## src/rtl/fetch_stage.sv

```systemverilog
// Instruction-fetch stage: owns the PC, drives a variable-latency instruction memory, selects next PC.
// Optional FETCH_STALL_CNT_EN adds a free-running count of cycles without a valid fetch.
module fetch_stage #(
    parameter logic [31:0] RESET_PC = 32'h0000_0000
) (
    input  logic        clk,
    input  logic        rst,
    input  logic        pc_write,
    input  logic        branch_taken,
    input  logic [31:0] branch_target,
    input  logic        jump,
    input  logic [25:0] jump_index,
    input  logic [3:0]  jump_page,
    output logic        imem_req,
    output logic [31:0] imem_addr,
    input  logic        imem_ready,
    input  logic [31:0] imem_rdata,
    output logic [31:0] instruction_out,
    output logic [31:0] pc_plus_4_out,
    output logic [3:0]  pc_page_out,
`ifdef FETCH_STALL_CNT_EN
    output logic        fetch_valid,
    output logic [31:0] fetch_stall_cnt
`else
    output logic        fetch_valid
`endif
);

    typedef enum logic [1:0] {REQ, HOLD, DROP} state_t;

    state_t      state;
    logic [31:0] pc;
    logic [31:0] ibuf;
    logic [31:0] redir_target;
    logic        redirect;
    logic [31:0] target;
    logic [31:0] pc_next_seq;

    assign redirect    = jump | branch_taken;
    assign target      = jump ? {jump_page, jump_index, 2'b00} : branch_target;
    assign pc_next_seq = pc + 32'd4;

    always_ff @(posedge clk or posedge rst) begin
        if (rst) begin
            state        <= REQ;
            pc           <= RESET_PC;
            ibuf         <= 32'h0;
            redir_target <= 32'h0;
        end else begin
            case (state)
                REQ: begin
                    if (imem_ready) begin
                        if (redirect) begin
                            pc <= target;
                        end else if (pc_write) begin
                            pc <= pc_next_seq;
                        end else begin
                            ibuf  <= imem_rdata;
                            state <= HOLD;
                        end
                    end else if (redirect) begin
                        redir_target <= target;
                        state        <= DROP;
                    end
                end
                HOLD: begin
                    if (redirect) begin
                        pc    <= target;
                        state <= REQ;
                    end else if (pc_write) begin
                        pc    <= pc_next_seq;
                        state <= REQ;
                    end
                end
                DROP: begin
                    // the old request must complete before the redirected one is issued
                    if (imem_ready) begin
                        pc    <= redirect ? target : redir_target;
                        state <= REQ;
                    end else if (redirect) begin
                        redir_target <= target;
                    end
                end
                default: state <= REQ;
            endcase
        end
    end

    assign imem_req        = !rst && (state != HOLD);
    assign imem_addr       = pc;
    assign fetch_valid     = !rst && (((state == REQ) && imem_ready) || (state == HOLD));
    assign instruction_out = !fetch_valid ? 32'h0 :
                             (state == HOLD) ? ibuf : imem_rdata;
    assign pc_plus_4_out   = pc_next_seq;
    assign pc_page_out     = pc_next_seq[31:28];

`ifdef FETCH_STALL_CNT_EN
    always_ff @(posedge clk or posedge rst) begin
        if (rst) begin
            fetch_stall_cnt <= 32'h0;
        end else if (!fetch_valid) begin
            fetch_stall_cnt <= fetch_stall_cnt + 32'd1;
        end
    end
`endif

endmodule

```

## config.mk

```make
export PLATFORM = sky130hd
export DESIGN_NAME = fetch_stage
export DESIGN_NICKNAME = d
export VERILOG_FILES = /design/src/rtl/fetch_stage.sv
export SDC_FILE = /design/constraint.sdc
export NUM_CORES = 1
export LEC_CHECK = 0
export CORE_MARGIN = 10
export CORE_UTILIZATION = 40
export DETAILED_ROUTE_END_ITERATION = 6
export GPL_TIMING_DRIVEN = 0
export PLACE_DENSITY = 0.81
export SETUP_SLACK_MARGIN = 0.5
export SKIP_LAST_GASP = 1
export SLEW_MARGIN = 0
export SYNTH_ARGS = -nofsm -noshare
export SYNTH_HDL_FRONTEND = slang
export SYNTH_SLANG_ARGS = --single-unit
```

## constraint.sdc

```tcl
create_clock -name clk -period 16.25 [get_ports clk]
set_input_delay 4.0625 -clock clk [delete_from_list [all_inputs] [get_ports clk]]
set_output_delay 4.0625 -clock clk [all_outputs]
set_load 0.01 [all_outputs]
```

# Yosys cells after proc, flatten, opt, wreduce, memory -nomap -nowiden
# Index checks and enable logic that the tools add are counted.
dict set report word_totals {
  register_bits 98
  in_bits 100
  output_inout_bits 102
  wordCells 47
}
dict set report op_classes {
  addsub 1
  eq_ne 9
  mux 17
  n_bitwise 4
  reduce_logical 12
}
# cell count
set ops {}
lappend ops {{32-bit two-way mux} 8}
lappend ops {{32-bit one-hot mux with 3 select lines} 1}
lappend ops {{32-bit by 3-bit adder with 32-bit output, second input constant} 1}
lappend ops {{2-bit two-way mux} 7}
lappend ops {{3-bit != test, second input constant} 4}
lappend ops {{2-bit one-hot mux with 3 select lines} 1}
lappend ops {{5-bit AND reduction} 1}
lappend ops {{2-bit != test, second input constant} 2}
lappend ops {{4-bit AND reduction} 1}
lappend ops {{1-bit logical AND} 3}
lappend ops {{1-bit NOT} 3}
lappend ops {{3-bit AND reduction} 1}
lappend ops {{3-bit nonzero test} 1}
lappend ops {{2-bit by 1-bit == test with 1-bit output, second input constant} 1}
lappend ops {{2-bit == test, second input constant} 1}
lappend ops {{2-bit logical NOT} 1}
lappend ops {{2-bit by 1-bit != test with 1-bit output, second input constant} 1}
lappend ops {{2-bit AND reduction} 1}
lappend ops {{2-bit OR reduction} 1}
lappend ops {{1-bit logical NOT} 1}
lappend ops {{1-bit logical OR} 1}
lappend ops {{1-bit OR} 1}

# Longest topological paths before layout
# Gate-level depths: netlist of run 1.
dict set report depth {
  word_depth 5
  depth_mapped 9
}

# Least setup slack after synthesis of run 1
# Ideal clock, no wire load.
dict set report synth_path {
  path_kind {input to output}
  start {in rst}
  end {out instruction_out[22]}
  t_arrival_ns 7.128
  required_ns 12.187
  slack_ns 5.060
  cell_stages 4
  path_cell_list {inv_1 > nand3_1 > clkbuf_1 > a21oi_1}
}
dict set report synth_via {
  elab_chain_cells 3
}
# element line_no
set synth_rtl {}
lappend synth_rtl {{start: declaration} 7} ;# input logic rst,
lappend synth_rtl {{1-bit logical NOT} 91} ;# assign fetch_valid = !rst && (((state == REQ) && imem_ready) || (state == HOLD));
lappend synth_rtl {{1-bit logical AND} 91}
lappend synth_rtl {{32-bit two-way mux} 92} ;# assign instruction_out = !fetch_valid ? 32'h0 :
lappend synth_rtl {{end: declaration} 18} ;# output logic [31:0] instruction_out,
# Every way passes these cells.

# Worst setup path after layout of run 1
dict set report layout_path {
  start {in rst}
  end {out instruction_out[20]}
}
# Same word-level chain as after synthesis.

==> results of run 1 <==
## worst max-delay path by stage
stage	startpoint	end	slack (ns)	depth (start not counted)
3_3_place_gp	rst	instruction_out[20]	2.50	6
4_1_cts	rst	instruction_out[20]	5.40	6
2_1_floorplan	rst	instruction_out[22]	5.06	4
3_5_place_dp	rst	instruction_out[20]	5.43	6
6_report	rst	instruction_out[20]	5.49	6
5_1_grt	rst	instruction_out[20]	5.17	6
## metrics by stage
| step | setup WS [ns] | area [um2] | hold WS [ns] | cells |
|---|---|---|---|---|
| 2_1_floorplan | 5.06 | 5840 | 0.450 | 669 |
| 3_3_place_gp | 2.50 | 8070 | 0.461 | 1053 |
| 3_5_place_dp | 5.43 | 8100 | 0.480 | 1054 |
| 4_1_cts | 5.40 | 8390 | 0.495 | 1069 |
| 5_1_grt | 5.17 | 8390 | 0.514 | 1069 |
| 6_report | 5.49 | 8390 | 0.490 | 1069 |
## routing by layer
layer  global-route usage, %  part of all wire [%]  vias to the layer above
li1                        -                     -                     2862
met1                    26.1                    41                     2971
met2                    33.5                    46                      328
met3                    6.72                    10                       35
met4                    8.91                   3.0                        2
met5                       0                 0.083                        -
## sequential cells by signal, indices dropped and copies added (netlist names)
signal,flops
ibuf,32
state,2
imem_addr,32
redir_target,32
## power groups by stage
stage | Clock, mW | Combinational, mW | Sequential (mW)
2_1_floorplan | 0 | 0.115 | 0.328
3_3_place_gp | 0 | 0.238 | 0.330
3_5_place_dp | 0 | 0.243 | 0.332
4_1_cts | 0.217 | 0.244 | 0.328
5_1_grt | 0.230 | 0.262 | 0.335
6_report | 0.214 | 0.242 | 0.329
## kinds of logic (layout without fill, tap and decap cells)
group                      Yosys count  count (layout)  share of synthesized area, %
and+or+nand+nor                    232             232                          19.4
AOI/OAI and AO/OA                  204             204                          22.6
DFF                                 98              98                          42.0
buffers and inverters               74             290                          5.48
muxes                               32              32                          6.17
xor gates and xnor gates            28              28                          4.20
adders and majority gates            1               1                         0.214
## placed cells by master, fill, tap and decap left out, drive strengths merged, types with 20 or more instances in the layout
cell,instances
a21oi,51
xnor2,22
clkbuf,54
a22oi,34
nor2,28
a31oi,20
nand2,117
o21ai,51
mux2,32
clkdlybuf4s50,200
nand3,30
buf,22
dfrtp,98
## layout make-up
cell class	count	area (um2)	area share (%)
Inverter	12	47.5	0.566
Clock inverter	2	10.0	0.119
Multi-Input combinational cell	497	3070	36.6
Timing Repair Buffer	201	2030	24.2
Clock buffer	13	280	3.34
Sequential cell	98	2450	29.2
Tap cell	184	230	2.74
Buffer	62	275	3.28
## tightest hold or removal path: stages, from the launching register on
cell	delay (ns)
dfrtp_1	0.35
nand2_1	0.05
o21ai_0	0.06
==> results.toml, run 1 <==
[outcome]
status = "finished, final reports clean"

[cells_and_area]
utilization_pct = 58.2
post_route_cells_drive_above_1_share_pct = 8.70
fillers = 1328
fin_nets = 982
syn_to_final_growth_pct = 43.7
antennaDiodeCount = 0

[timing]
min_period_over_period_pct = 66.2
fin_setup_tns_ns = 0
slew_headroom_pct = 26.8
finalCriticalPeriod_ns = 10.76
slew_violations = 0
finalHoldViolations = 0
fmax_ghz = 0.0929
finClkSkew_ns = 0.00720
rsz0062_at_grt = "no"
setup_viol = 0
max_slew.worst_pin.slew_ns = 1.09

[routing]
first_iter_violations = 637
first_pass_iters = 7
wirelength_um = 21700
routedWlPerCell_um = 20.3
antenna_left = 0
vias = 6198
drc = 0
vias_per_cell = 5.80

[synthesis]
synth_cells = 669
syn_avg_cell_area_um2 = 8.73
synthesis.area_um2 = 5840
synth_cell_type_count = 51
ys_ff_latch = 98
yosysMostFrequentCell = "nand2_1"
synth-edff-count = 0
yosys-top-cells-area = "dfrtp_1, nand2_1, mux2_2"
synthFlopType = "dfrtp_1"
yosysTopAreaCell = "dfrtp_1"
syn-num-nets = 770
async_reset_ff_share_pct = 100
ys_top_cells_by_count = "nand2_1, dfrtp_1, a21oi_1"
synth.yosys.seq_area_share_pct = 42.0
yosysWarningCount = 0
yosysTopAreaCellShare_pct = 42.0

[cts]
clock_latency_ns = 0.35
root_buffer = "clkbuf_16"
cts_hold_buffers = 0
path_clk_slew_ns = 0.07
h-tree-depth = 3
ctsResizeCount = 0
cts_buffers = 9
clock_sinks = 98
post-cts-setup-buffers = 0
cts_tree = "built"
clockBufferDepth = 2

[worst_setup_path]
arrival_ns = 6.70
critPathTopFamily = "buffers and inverters"
path_max_fanout = 55
crit_required_ns = 12.19
ff2ff_setup_slack_ns = 13.75
cp-end-kind = "output pin"
path_cells = "clkdlybuf4s50_1 -> inv_4 -> nand3_1 -> clkbuf_1 -> a21oi_1 -> clkdlybuf4s50_1"
crit_path_top_delay_cell = "clkdlybuf4s50_1"
r2r_cells = 6
cpPeakStageDelay_ns = 0.60
path_class = "in2out"
path_common_cell = "clkdlybuf4s50_1"
worstSetupStartpointType = "input port"
r2r_end = "imem_addr[26]"
r2r_start = "imem_addr[2]"
critPathBufInv = 4

[grt]
grt_pass1_wl_um = 33800
grt_overflow_total = 0
grt_pass1_vias = 6110
grt_max_degree = 56
grt_use_total_pct = 21.2
antenna_found_initial = 1

[power_and_ir_drop]
p_int_uw = 541
ir_worst_vdd_mv = 0.0600
p_leak_nw = 3.35
p_seq_share_pct = 41.9
power_density_nw_per_um2 = 93.5
total_power_uw = 785
combPwrFrac_pct = 30.9
swShare_pct = 31.1
power_frac_clock_pct = 27.2
power_switching_uw = 244

[placed_design]
portBuffers = 200
hpwlAfterDp_um = 16600
place_congestion = 0.936

[worst_hold_path]
holdPathStages = 2
min_to = "redir_target[10]"
hp-class = "reg2reg"
min_from = "redir_target[10]"

[floorplanning]
die_h_um = 141
coreArea_um2 = 14400
start_util_pct = 40.5
fp-row-count = 44
ios = 202
die_w_um = 141
die_area_um2 = 19800

[run]
maxCapViolations = 0
No activity file was read; power rests on OpenSTA's default activity.
==> run 2, diff against run 1 <==
==> constraint.sdc (replaced) <==
create_clock -name clk -period 11.04 [get_ports clk]
set_input_delay 2.76 -clock clk [delete_from_list [all_inputs] [get_ports clk]]
set_output_delay 2.76 -clock clk [all_outputs]
set_load 0.01 [all_outputs]
==> results of run 2 <==
The final DEF is identical to that of run 1. Status: finished, final reports clean.
Among the figures that moved: setup slack after placement 5.43 ns -> 2.82 ns; setup slack after layout 5.49 ns -> 2.88 ns; register-to-register setup slack 13.75 ns -> 8.54 ns; total power 0.785 mW -> 1.15 mW; worst IR drop on VDD 0.0600 mV -> 0.0883 mV
==> run 3, diff against run 2 <==
--- a/config.mk
+++ b/config.mk
@@ -9,7 +9,7 @@
 export CORE_UTILIZATION = 40
 export DETAILED_ROUTE_END_ITERATION = 6
 export GPL_TIMING_DRIVEN = 0
-export PLACE_DENSITY = 0.81
+export PLACE_DENSITY = 0.84
 export SETUP_SLACK_MARGIN = 0.5
 export SKIP_LAST_GASP = 1
 export SLEW_MARGIN = 0
==> constraint.sdc (replaced) <==
create_clock -name clk -period 6.95 [get_ports clk]
set_input_delay 1.7375 -clock clk [delete_from_list [all_inputs] [get_ports clk]]
set_output_delay 1.7375 -clock clk [all_outputs]
set_load 0.01 [all_outputs]
==> results.toml, run 3 (same netlist as run 1, synthesis figures left out) <==
[timing]
finalHoldViolations = 0
min_period_over_period_pct = 86.0
setup_viol = 0
hold_ws_ns = 0.484
slew_headroom_pct = 24.2
max_slew.worst_pin.slew_ns = 1.13
rsz0062_at_grt = "no"
finalCriticalPeriod_ns = 5.98
slew_violations = 0
fmax_ghz = 0.167
fin_ws_ns = 0.972
finClkSkew_ns = 0.00962

[placed_design]
dpl-instance-area_um2 = 8120
place_congestion = 0.906
hpwlAfterDp_um = 17200
portBuffers = 200
pre_cts_slack_ns = 0.168
place_inst = 1055

[power_and_ir_drop]
power_density_nw_per_um2 = 220
ir_worst_vdd_mv = 0.130
p_leak_nw = 3.36

[cells_and_area]
regArea_um2 = 2450
multiInputGateArea_um2 = 3070
fillers = 1280
utilization_pct = 58.4
syn_to_final_growth_pct = 44.3
mostFrequentLayoutCells = "clkdlybuf4s50_1, nand2_1, dfrtp_1"
final_common_cell = "clkdlybuf4s50_1"
post_route_cells_drive_above_1_share_pct = 8.77
stdcell_count = 1073
final_area_um2 = 8430
antennaDiodeCount = 0
fin_nets = 985

[cts]
h-tree-depth = 3
path_clk_slew_ns = 0.07
clockBufferDepth = 2
clock_latency_ns = 0.35
cts_tree = "built"
root_buffer = "clkbuf_16"
post-cts-setup-buffers = 1
ctsResizeCount = 0
clock_sinks = 98
cts_hold_buffers = 0
cts_buffers = 9

[worst_setup_path]
worstSetupStartpointType = "input port"
path_class = "in2out"
critPathTopFamily = "buffers and inverters"
path_max_fanout = 34
path_cells = "clkdlybuf4s50_1 -> clkinvlp_4 -> buf_12 -> buf_12 -> nand3_1 -> clkbuf_1 -> a21oi_1 -> clkdlybuf4s50_1"
arrival_ns = 4.24
cp-end-kind = "output pin"
cpPeakStageDelay_ns = 0.59
crit_required_ns = 5.21
critPathBufInv = 6
crit_path_top_delay_cell = "clkdlybuf4s50_1"

[routing]
drc = 0
first_pass_iters = 7
first_iter_violations = 608
antenna_left = 0
top_layer = "met5"
wl_met3_um = 2680
vias = 6273
wl_met1_um = 8540
vias_per_cell = 5.85
routedWlPerCell_um = 20.9
wl_met2_um = 10500
wirelength_um = 22400

[floorplanning]
die_w_um = 141
coreArea_um2 = 14400
die_h_um = 141
fp-row-count = 44
start_util_pct = 40.5
ios = 202
die_area_um2 = 19800

[grt]
grt_pass1_vias = 6176
antenna_found_initial = 1
grt_overflow_total = 0
grt_use_total_pct = 21.7
grt_max_degree = 35
grt_pass1_wl_um = 34600

[worst_hold_path]
hp-class = "reg2reg"

[run]
maxCapViolations = 0

[outcome]
status = "finished, final reports clean"
==> run 3: final timing paths <==
check                                      from             endpoint  cells past startpoint  slack (ns)
min in group asynchronous                   rst             ibuf[28]                      3        1.88
worst max-delay path                        rst  instruction_out[29]                      8        0.97
max in group asynchronous                   rst             ibuf[16]                      2        4.59
worst min-delay path            redir_target[6]      redir_target[6]                      2        0.48
worst max register to register     imem_addr[2]        imem_addr[30]                      6        4.39
worst min register to register  redir_target[6]      redir_target[6]                      2        0.48
==> run 3: metrics by stage <==
| stage | setup TNS [ns] | power, mW |
|---|---|---|
| floorplan | 0 | 1.04 |
| global placement | -30.68 | 1.33 |
| detailed placement | 0 | 1.35 |
| CTS | 0 | 1.86 |
| global route | 0 | 1.95 |
| finish | 0 | 1.86 |
==> run 3: area by class of cell <==
cell class,count,share of cell area (%)
multi-input cells,497,36.4
flip-flops and latches,98,29.1
repair buffers,203,24.3
plain buffers,62,3.27
clock buffers,14,3.13
well taps,184,2.73
inverters,12,0.579
clock inverters,2,0.416
repair inverters,1,0.0594
==> run 3: worst min-delay path: cells and delay by family (launching register included) <==
kind | cells | cell delay (ns)
AO/OA/AOI/OAI | 1 | 0.06
flip-flops | 1 | 0.34
AND/OR/NAND/NOR | 1 | 0.04
==> run 3: power by group <==
group | internal (mW) | switching [mW] | leakage [nW]
Sequential | 0.674 | 0.0953 | 1.20
Clock | 0.299 | 0.218 | 0.147
Combinational | 0.312 | 0.259 | 2.00
Total | 1.29 | 0.572 | 3.36
==> run 3: per-layer routing <==
layer	up-vias	global-route usage, %
met5	-	0
met4	2	8.70
met3	41	7.89
met2	364	35.6
met1	2999	25.2
li1	2867	-
